### config.mk
export PLATFORM = sky130hd
export DESIGN_NAME = i2c_cfg_seq
export DESIGN_NICKNAME = d
export VERILOG_FILES = /design/src/rtl/i2c_pkg.sv /design/src/rtl/i2c_cfg_rom.sv /design/src/rtl/i2c_cfg_seq.sv
export SDC_FILE = /design/constraint.sdc
export NUM_CORES = 1
export LEC_CHECK = 0
export CELL_PAD_IN_SITES_DETAIL_PLACEMENT = 1
export CELL_PAD_IN_SITES_GLOBAL_PLACEMENT = 2
export CORE_AREA = 2 2 93 95
export CTS_BUF_LIST = sky130_fd_sc_hd__clkbuf_8
export DETAILED_ROUTE_END_ITERATION = 6
export DIE_AREA = 0 0 95 97
export GPL_ROUTABILITY_DRIVEN = 0
export PLACE_DENSITY = 0.83
export REMOVE_ABC_BUFFERS = 1
export SKIP_CTS_REPAIR_TIMING = 1
export SYNTH_ARGS = -nofsm -noshare
export SYNTH_HDL_FRONTEND = slang
export SYNTH_HIERARCHICAL = 1
export SYNTH_SLANG_ARGS = --single-unit
### constraint.sdc
create_clock -name clk -period 3.9 [get_ports clk]
set_clock_uncertainty 0.1 [all_clocks]
set_input_delay 0.78 -clock clk [delete_from_list [all_inputs] [get_ports clk]]
set_output_delay 0.78 -clock clk [all_outputs]
set_load 0.005 [all_outputs]
### src/rtl/i2c_pkg.sv
// Shared definitions for the I2C configuration sequencer: state encoding and
// the 24-bit write frame layout {addr[6:0], rw, reg[7:0], data[7:0]}.
package i2c_pkg;

    typedef enum logic [2:0] {
        StIdle,
        StLoad,
        StIssue,
        StWait,
        StGap,
        StDone,
        StError
    } seq_state_e;

    localparam int unsigned FrameW  = 24;
    localparam int unsigned AddrLsb = 17;
    localparam int unsigned RwBit   = 16;
    localparam int unsigned RegLsb  = 8;
    localparam int unsigned DataLsb = 0;

    localparam logic WriteBit = 1'b0;

    function automatic logic [FrameW-1:0] build_frame(input logic [6:0]  addr,
                                                      input logic [15:0] reg_data);
        logic [FrameW-1:0] frame;
        frame                 = '0;
        frame[AddrLsb +: 7]   = addr;
        frame[RwBit]          = WriteBit;
        frame[RegLsb +: 8]    = reg_data[15:8];
        frame[DataLsb +: 8]   = reg_data[7:0];
        return frame;
    endfunction

endpackage

### src/rtl/i2c_cfg_rom.sv
// Combinational 16-entry configuration table; each word is {reg[7:0], data[7:0]}.
module i2c_cfg_rom (
    input  logic [3:0]  addr_i,
    output logic [15:0] word_o
);

    always_comb begin
        word_o = 16'h0000;
        unique case (addr_i)
            4'd0:    word_o = 16'h1E00;
            4'd1:    word_o = 16'h0217;
            4'd2:    word_o = 16'h0417;
            4'd3:    word_o = 16'h0679;
            4'd4:    word_o = 16'h0879;
            4'd5:    word_o = 16'h0A12;
            4'd6:    word_o = 16'h0C00;
            4'd7:    word_o = 16'h0E01;
            4'd8:    word_o = 16'h1001;
            4'd9:    word_o = 16'h1200;
            4'd10:   word_o = 16'h1402;
            4'd11:   word_o = 16'h1604;
            4'd12:   word_o = 16'h1808;
            4'd13:   word_o = 16'h1A10;
            4'd14:   word_o = 16'h1C20;
            4'd15:   word_o = 16'h1F40;
            default: word_o = 16'h0000;
        endcase
    end

endmodule

### src/rtl/i2c_cfg_seq.sv
// Walks the configuration table, issuing one I2C write per word with retries,
// an inter-transaction gap and a per-transaction watchdog.
module i2c_cfg_seq
    import i2c_pkg::*;
#(
    parameter int unsigned NUM_WORDS  = 8,
    parameter logic [6:0]  DEV_ADDR   = 7'h1A,
    parameter int unsigned MAX_RETRY  = 3,
    parameter int unsigned GAP_CYCLES = 4,
    parameter int unsigned TIMEOUT    = 1023
) (
    input  logic        clk,
    input  logic        reset_n,
    input  logic        go,
    output logic        tx_start,
    output logic [23:0] tx_data,
    input  logic        tx_busy,
    input  logic        tx_done,
    input  logic        tx_ack_err,
    output logic        busy,
    output logic        done,
    output logic        error,
    output logic [3:0]  idx
);

    localparam logic [3:0] LastIdx  = 4'(NUM_WORDS - 1);
    localparam logic [7:0] MaxRetry = 8'(MAX_RETRY);
    localparam logic [7:0] GapLast  = 8'(GAP_CYCLES - 1);
    localparam logic [9:0] WdogLast = 10'(TIMEOUT - 1);

    seq_state_e        state_q, state_d;
    logic [3:0]        idx_q, idx_d;
    logic [7:0]        retry_q, retry_d;
    logic [7:0]        gap_q, gap_d;
    logic [9:0]        wdog_q, wdog_d;
    logic              retry_pend_q, retry_pend_d;
    logic [FrameW-1:0] tx_data_q, tx_data_d;

    logic [15:0] rom_word;
    logic        wait_ok;
    logic        wait_fail;

    i2c_cfg_rom u_rom (
        .addr_i (idx_q),
        .word_o (rom_word)
    );

    always_ff @(posedge clk) begin
        if (!reset_n) begin
            state_q      <= StIdle;
            idx_q        <= '0;
            retry_q      <= '0;
            gap_q        <= '0;
            wdog_q       <= '0;
            retry_pend_q <= 1'b0;
            tx_data_q    <= '0;
        end else begin
            state_q      <= state_d;
            idx_q        <= idx_d;
            retry_q      <= retry_d;
            gap_q        <= gap_d;
            wdog_q       <= wdog_d;
            retry_pend_q <= retry_pend_d;
            tx_data_q    <= tx_data_d;
        end
    end

    // tx_done/tx_ack_err only matter while waiting on the transmitter.
    assign wait_ok   = (state_q == StWait) && tx_done && !tx_ack_err;
    assign wait_fail = (state_q == StWait) &&
                       ((tx_done && tx_ack_err) || (!tx_done && wdog_q == WdogLast));

    always_comb begin
        state_d      = state_q;
        idx_d        = idx_q;
        retry_d      = retry_q;
        gap_d        = gap_q;
        wdog_d       = wdog_q;
        retry_pend_d = retry_pend_q;
        tx_data_d    = tx_data_q;

        unique case (state_q)
            StIdle, StDone, StError: begin
                if (go) begin
                    state_d = StLoad;
                    idx_d   = '0;
                    retry_d = '0;
                end
            end
            StLoad: begin
                tx_data_d = build_frame(DEV_ADDR, rom_word);
                state_d   = StIssue;
            end
            StIssue: begin
                if (!tx_busy) begin
                    wdog_d  = '0;
                    state_d = StWait;
                end
            end
            StWait: begin
                wdog_d = wdog_q + 10'd1;
                if (wait_ok) begin
                    if (idx_q == LastIdx) begin
                        state_d = StDone;
                    end else begin
                        gap_d        = '0;
                        retry_pend_d = 1'b0;
                        state_d      = StGap;
                    end
                end else if (wait_fail) begin
                    if (retry_q == MaxRetry) begin
                        state_d = StError;
                    end else begin
                        retry_d      = retry_q + 8'd1;
                        gap_d        = '0;
                        retry_pend_d = 1'b1;
                        state_d      = StGap;
                    end
                end
            end
            StGap: begin
                gap_d = gap_q + 8'd1;
                if (gap_q == GapLast) begin
                    // A retry re-issues the already latched frame; success moves on.
                    if (retry_pend_q) begin
                        state_d = StIssue;
                    end else begin
                        idx_d   = idx_q + 4'd1;
                        retry_d = '0;
                        state_d = StLoad;
                    end
                end
            end
            default: state_d = StIdle;
        endcase
    end

    always_comb begin
        tx_start = (state_q == StIssue) && !tx_busy;
        tx_data  = tx_data_q;
        busy     = (state_q == StLoad) || (state_q == StIssue) ||
                   (state_q == StWait) || (state_q == StGap);
        done     = (state_q == StDone);
        error    = (state_q == StError);
        idx      = idx_q;
    end

endmodule

==> results.py, run 1 <==
metrics = {
    "synth": {
        "yosysTopAreaCell": "dfxtp_1",
        "synth-edff-count": 0,
        "synth_simple_gate_area_share_pct": 26.7,
        "ys_seq_area_share_pct": 34.6,
        "synth-adder-area-share_pct": 5.10,
        "synth_compound_area_share_pct": 20.5,
        "ys_top_cells_by_area": "dfxtp_1 35%, nand2_1 6.5%, a21oi_1 5.6%",
        "yosysWarnings": 6,
        "synthDistinctLibCells": 60,
        "synth_top_family_by_area": "simple AND/OR/NAND/NOR gates",
        "synth.ff_latch_count": 51,
        "synth_area_sq_um": 2950,
        "synth_top_area_share_pct": 34.6,
        "synth.mux.area_fraction_pct": 4.16,
        "synth_xor_area_share_pct": 1.19,
        "synth-async-reset-ratio_pct": 0,
        "synth_cells": 364,
        "postSynthAreaPerCell_sq_um": 8.09,
        "synth_flop_cell": "dfxtp_1",
    },
    "worst_hold_path": {
        "whs_path_depth": 2,
        "hold_class": "reg -> reg",
        "hold_path_end": "tx_data[10]",
        "min_from": "tx_data[10]",
    },
    "grt": {
        "track_usage_pct": 16.1,
        "grt-ovfl-total": 0,
        "grt_max_degree": 25,
        "antenna_found_initial": 0,
        "grt_pass1_wl_mm": 11.9,
        "grt_pass1_vias": 2434,
    },
    "route": {
        "wl_met1_mm": 3.59,
        "drc": 0,
        "wl_met2_mm": 3.33,
        "vias": 2574,
        "top_layer": "met4",
        "detail_route.wl_per_cell_microns": 14.6,
        "firstDrtPassIters": 4,
        "drt_iter0_drc": 139,
        "wirelength_mm": 7.16,
        "wl_met3_microns": 168,
        "drt-vias-per-instance": 5.26,
        "drtAntennaViolNets": 0,
    },
    "floorplan": {
        "fp.dieW_microns": 95,
        "core_area_sq_um": 8130,
        "die_area_sq_um": 9220,
        "die_height_microns": 97,
        "io_pins": 38,
        "initial_core_util_pct": 36.2,
        "rows": 33,
    },
    "power_and_ir_drop": {
        "switching_share_pct": 36.8,
        "power_density_nw_per_um2": 428,
        "p_comb_share_pct": 35.0,
        "peakVddDrop_v": 0.000138,
        "switchingPower_mw": 0.526,
        "power_mw": 1.43,
        "intPower_mw": 0.905,
        "p_seq_share_pct": 43.7,
        "leakagePower_nw": 1.24,
        "clkPwrFrac_pct": 21.4,
    },
    "sta": {
        "finalSetupViolCount": 0,
        "tns_ns": 0,
        "slew_viol_final": 0,
        "rsz0062_at_grt": "no",
        "tightest_slew_ns": 1.05,
        "min_period_over_period_pct": 78.2,
        "period_minus_slack_ns": 3.05,
        "finalHoldViolCount": 0,
        "clock.fmax_ghz": 0.328,
        "slew_headroom_pct": 30.0,
    },
    "worst_setup_path": {
        "reg2reg_depth": 5,
        "required_ns": 3.02,
        "worstPathMaxFanout": 13,
        "crit_arrival_ns": 2.17,
        "cp_cell_sequence": "nor3b_1, nand2b_1, inv_1, clkdlybuf4s50_1",
        "regToRegSetupSlack_ns": 1.23,
        "startpoint_type": "register",
        "r2r_start": "state_q[0]",
        "cp_slowest_stage_delay_ns": 0.60,
        "path_class": "reg -> out",
        "slowest_stage": "dfxtp_1",
        "crit-reg2reg-capture": "gap_q[7]",
        "end_kind": "output pin",
    },
    "finish": {
        "nNetsFinal": 401,
        "fin_util_pct": 41.1,
        "area_growth_syn_to_layout_pct": 13.5,
        "drive_gt1_share_pct": 6.25,
        "diodes": 0,
    },
    "clocking": {
        "clkLatencyLatePin_ns": 0.32,
        "numCtsBuffers": 5,
        "clk_path_buf_depth": 2,
        "htree_levels": 2,
        "cts-root-buf": "clkbuf_8",
        "cts_sinks": 51,
        "cts_tree": "done",
        "clkTransAtPathRegs_ns": 0.10,
    },
    "status": {
        "outcome": "finished clean",
    },
    "flow_run": {
        "maxCapViolCount": 0,
    },
    "place": {
        "placement.io_buffers": 32,
        "hpwlAfterDp_mm": 5.11,
    },
}
cell type report:
type	instances	area [sq um]
clock buffer	5	68.8
multi-input combinational	281	1730
fill	1022	4790
tap	105	131
sequential	51	1020
inverter	10	37.5
clock inverter	3	16.3
timing repair buffer	34	335
worst max path at each step:
stage | depth (start not counted) | startpoint | to | slack (ns)
after global routing | 4 | state_q[1] | tx_start | 0.70
after detailed placement | 4 | tx_busy | tx_start | 0.97
after floorplan | 5 | state_q[0] | gap_q[5] | 1.89
final | 4 | state_q[1] | tx_start | 0.85
after CTS | 4 | state_q[1] | tx_start | 0.86
after global placement | 4 | tx_busy | tx_start | 0.98
cells by family after synthesis:
family	count (synthesis)
compound gates	90
xor+xnor	4
fa+ha+maj	12
buf+inv	39
flops	51
mux	12
other cells	2
simple gates	154
worst max-delay path, delay by kind of cell, from the launching register on:
kind                   cells  cell delay (ns)
flip-flops                 1             0.60
AND/OR/NAND/NOR            2             0.63
buffers and inverters      2             0.62
flip-flops by register name, summed over array words and instances, names as in the netlist:
register / cells
retry_pend_q: 1
retry_q: 8
tx_data: 17
idx: 4
wdog_q: 10
gap_q: 8
state_q: 3
cells in the mapped netlist, types with 3 or more instances:
master / n
a21o_1: 3
a21oi_1: 33
a31oi_1: 4
and2_1: 3
and3_1: 12
buf_2: 3
buf_4: 12
buf_6: 3
clkbuf_1: 10
dfxtp_1: 51
ha_1: 12
inv_1: 9
mux2i_1: 10
nand2_1: 51
nand2b_1: 7
nand3_1: 14
nand3b_1: 4
nor2_1: 29
nor2b_1: 5
nor3_1: 4
nor3b_1: 3
nor4_1: 4
o21ai_0: 14
o22ai_1: 4
o2bb2ai_1: 3
o311ai_0: 5
o31ai_1: 4
or3_1: 3
cells in the final DEF, fill, tap and decap left out, drive strengths merged, types with 5 or more instances in the layout:
| master | n |
|---|---|
| a21oi | 34 |
| mux2i | 10 |
| conb | 9 |
| and3 | 12 |
| nand2b | 7 |
| nor3b | 5 |
| nor2b | 5 |
| dfxtp | 51 |
| nand3 | 14 |
| clkdlybuf4s50 | 32 |
| nor2 | 29 |
| ha | 12 |
| o21ai | 14 |
| o311ai | 5 |
| nand2 | 51 |
| clkbuf | 5 |
| inv | 10 |
power groups by stage:
stage                     clock, mW  sequential (mW)  combinational, mW
after floorplan                   0            0.627              0.306
after global routing          0.344            0.634              0.564
after global placement            0            0.633              0.500
after CTS                     0.320            0.625              0.512
after detailed placement          0            0.637              0.507
final                         0.306            0.625              0.501
per-stage QoR:
stage | worst slack, ns | cell area [sq um] | std cells | hold WS (ns)
finish | 0.849 | 3340 | 489 | 0.359
global route | 0.700 | 3340 | 489 | 0.382
CTS | 0.860 | 3340 | 489 | 0.362
detailed placement | 0.973 | 3260 | 481 | 0.349
global placement | 0.978 | 3260 | 481 | 0.342
floorplan | 1.89 | 2790 | 342 | 0.335
per-layer routing:
metal,GRT usage [%],up-vias
li1,-,1310
met1,22.0,1232
met2,25.6,27
met3,3.27,5
met4,4.35,0
met5,0,-
Note: power is estimated with default switching activity, not from simulation.
==> inputs of run 2 (changes only) <==
--- a/config.mk
+++ b/config.mk
@@ -7,12 +7,12 @@
 export LEC_CHECK = 0
 export CELL_PAD_IN_SITES_DETAIL_PLACEMENT = 1
 export CELL_PAD_IN_SITES_GLOBAL_PLACEMENT = 2
-export CORE_AREA = 2 2 93 95
+export CORE_AREA = 2 2 97 99
 export CTS_BUF_LIST = sky130_fd_sc_hd__clkbuf_8
 export DETAILED_ROUTE_END_ITERATION = 6
-export DIE_AREA = 0 0 95 97
+export DIE_AREA = 0 0 99 101
 export GPL_ROUTABILITY_DRIVEN = 0
-export PLACE_DENSITY = 0.83
+export PLACE_DENSITY = 0.77
 export REMOVE_ABC_BUFFERS = 1
 export SKIP_CTS_REPAIR_TIMING = 1
 export SYNTH_ARGS = -nofsm -noshare
==> constraint.sdc (replaced) <==
create_clock -name clk -period 3.1 [get_ports clk]
set_clock_uncertainty 0.1 [all_clocks]
set_input_delay 0.62 -clock clk [delete_from_list [all_inputs] [get_ports clk]]
set_output_delay 0.62 -clock clk [all_outputs]
set_load 0.005 [all_outputs]
==> results.py, run 2 (same netlist as run 1, synthesis figures left out) <==
metrics = {
    "status": {
        "outcome": "finished clean",
    },
    "sta": {
        "finalHoldViolCount": 0,
        "finalSetupViolCount": 0,
        "slew_viol_final": 0,
        "period_minus_slack_ns": 2.80,
        "tns_ns": 0,
        "min_period_over_period_pct": 90.2,
        "clock.fmax_ghz": 0.357,
        "rsz0062_at_grt": "no",
    },
    "floorplan": {
        "die_area_sq_um": 10000,
        "io_pins": 38,
        "die_height_microns": 101,
        "rows": 35,
        "initial_core_util_pct": 32.8,
        "fp.dieW_microns": 99,
        "core_area_sq_um": 8980,
    },
    "worst_setup_path": {
        "crit_family": "flip-flops",
        "required_ns": 2.38,
        "cp_slowest_stage_delay_ns": 0.62,
        "end_kind": "output pin",
        "worstPathMaxFanout": 13,
        "cp_cell_sequence": "nor3b_1, nand2b_1, inv_1, clkdlybuf4s50_1",
        "path_class": "reg -> out",
        "startpoint_type": "register",
        "slowest_stage": "dfxtp_1",
        "crit_arrival_ns": 2.08,
        "path_buf_inv": 2,
    },
    "clocking": {
        "clkTransAtPathRegs_ns": 0.10,
        "cts_tree": "done",
        "cts-root-buf": "clkbuf_8",
        "clkLatencyLatePin_ns": 0.30,
        "clk_path_buf_depth": 2,
        "htree_levels": 2,
        "cts_sinks": 51,
        "numCtsBuffers": 5,
    },
    "route": {
        "drt_iter0_drc": 71,
        "wirelength_mm": 7.07,
        "drtAntennaViolNets": 0,
        "drt-vias-per-instance": 5.16,
        "firstDrtPassIters": 4,
        "detail_route.wl_per_cell_microns": 14.1,
        "vias": 2592,
        "drc": 0,
    },
    "grt": {
        "grt_pass1_wl_mm": 12.4,
        "grt_max_degree": 18,
        "grt-ovfl-total": 0,
        "track_usage_pct": 14.8,
        "grt_pass1_vias": 2594,
        "antenna_found_initial": 0,
    },
    "finish": {
        "diodes": 0,
        "finalNonFillerCells": 502,
        "nNetsFinal": 408,
        "largest_reg_flops": 17,
        "fin_area_sq_um": 3450,
        "area_growth_syn_to_layout_pct": 17.2,
        "drive_gt1_share_pct": 8.18,
        "final_cell_mix": "51 x nand2_1, 51 x dfxtp_1, 33 x a21oi_1",
    },
    "power_and_ir_drop": {
        "clkPwrFrac_pct": 27.8,
        "peakVddDrop_v": 0.000227,
        "power_density_nw_per_um2": 574,
        "switching_share_pct": 33.3,
        "p_seq_share_pct": 39.7,
        "p_comb_share_pct": 32.5,
        "power_mw": 1.98,
        "leakagePower_nw": 1.29,
        "switchingPower_mw": 0.660,
        "intPower_mw": 1.32,
    },
    "worst_hold_path": {
        "hold_class": "reg -> reg",
    },
    "place": {
        "place_inst": 494,
        "postPlaceCellArea_sq_um": 3320,
        "hpwlAfterDp_mm": 5.23,
        "placement.io_buffers": 32,
    },
    "flow_run": {
        "maxCapViolCount": 0,
    },
}
[run 2: cell types whose count changed in the layout (fill, tap and decap cells not counted), sizes merged]
cell	before	now
buf	2	9
bufinv	0	2
clkinv	2	1
inv	10	9
[run 2: path summary, 6_finish.rpt]
check / startpoint / end / slack, ns / depth (start not counted)
max: state_q[1] / tx_start / 0.30 / 4
min reg2reg: tx_data[0] / tx_data[0] / 0.36 / 2
min: tx_data[0] / tx_data[0] / 0.36 / 2
max reg2reg: state_q[0] / wdog_q[9] / 0.80 / 6
[run 2: power groups by stage]
stage          clock network, mW  registers, mW  logic (mW)
2_1_floorplan                  0          0.789       0.385
3_3_place_gp                   0          0.798       0.649
3_5_place_dp                   0          0.802       0.655
4_1_cts                    0.581          0.787       0.658
5_1_grt                    0.605          0.803       0.721
6_report                   0.551          0.788       0.644
[run 2: worst min-delay path, stage by stage, from the launching register on]
cell	delay (ns)
dfxtp_1	0.32
nand2_1	0.05
a21oi_1	0.05
[run 2: layout make-up]
cell class              count  area (sq um)
well taps                 111           139
repair buffers             41           388
flip-flops and latches     51          1020
clock inverters             3          67.6
fillers                  1082          5520
clock buffers               5          68.8
multi-input cells         281          1730
inverters                  10          37.5
[run 2: metrics by stage]
step	hold WS, ns	util (%)	setup slack, ns
after global routing	0.382	38.5	0.0794
after CTS	0.364	38.5	0.263
after global placement	0.343	37.0	0.486
after floorplan	0.335	-	1.09
after detailed placement	0.349	37.0	0.482
final	0.360	38.5	0.303
[run 2: routing by layer]
layer | global-route usage, % | routed length [microns] | vias up
met3 | 2.15 | 154 | 6
li1 | - | - | 1320
met4 | 3.16 | 63 | 0
met2 | 25.2 | 3300 | 28
met1 | 20.1 | 3550 | 1238
met5 | 0 | 0 | -
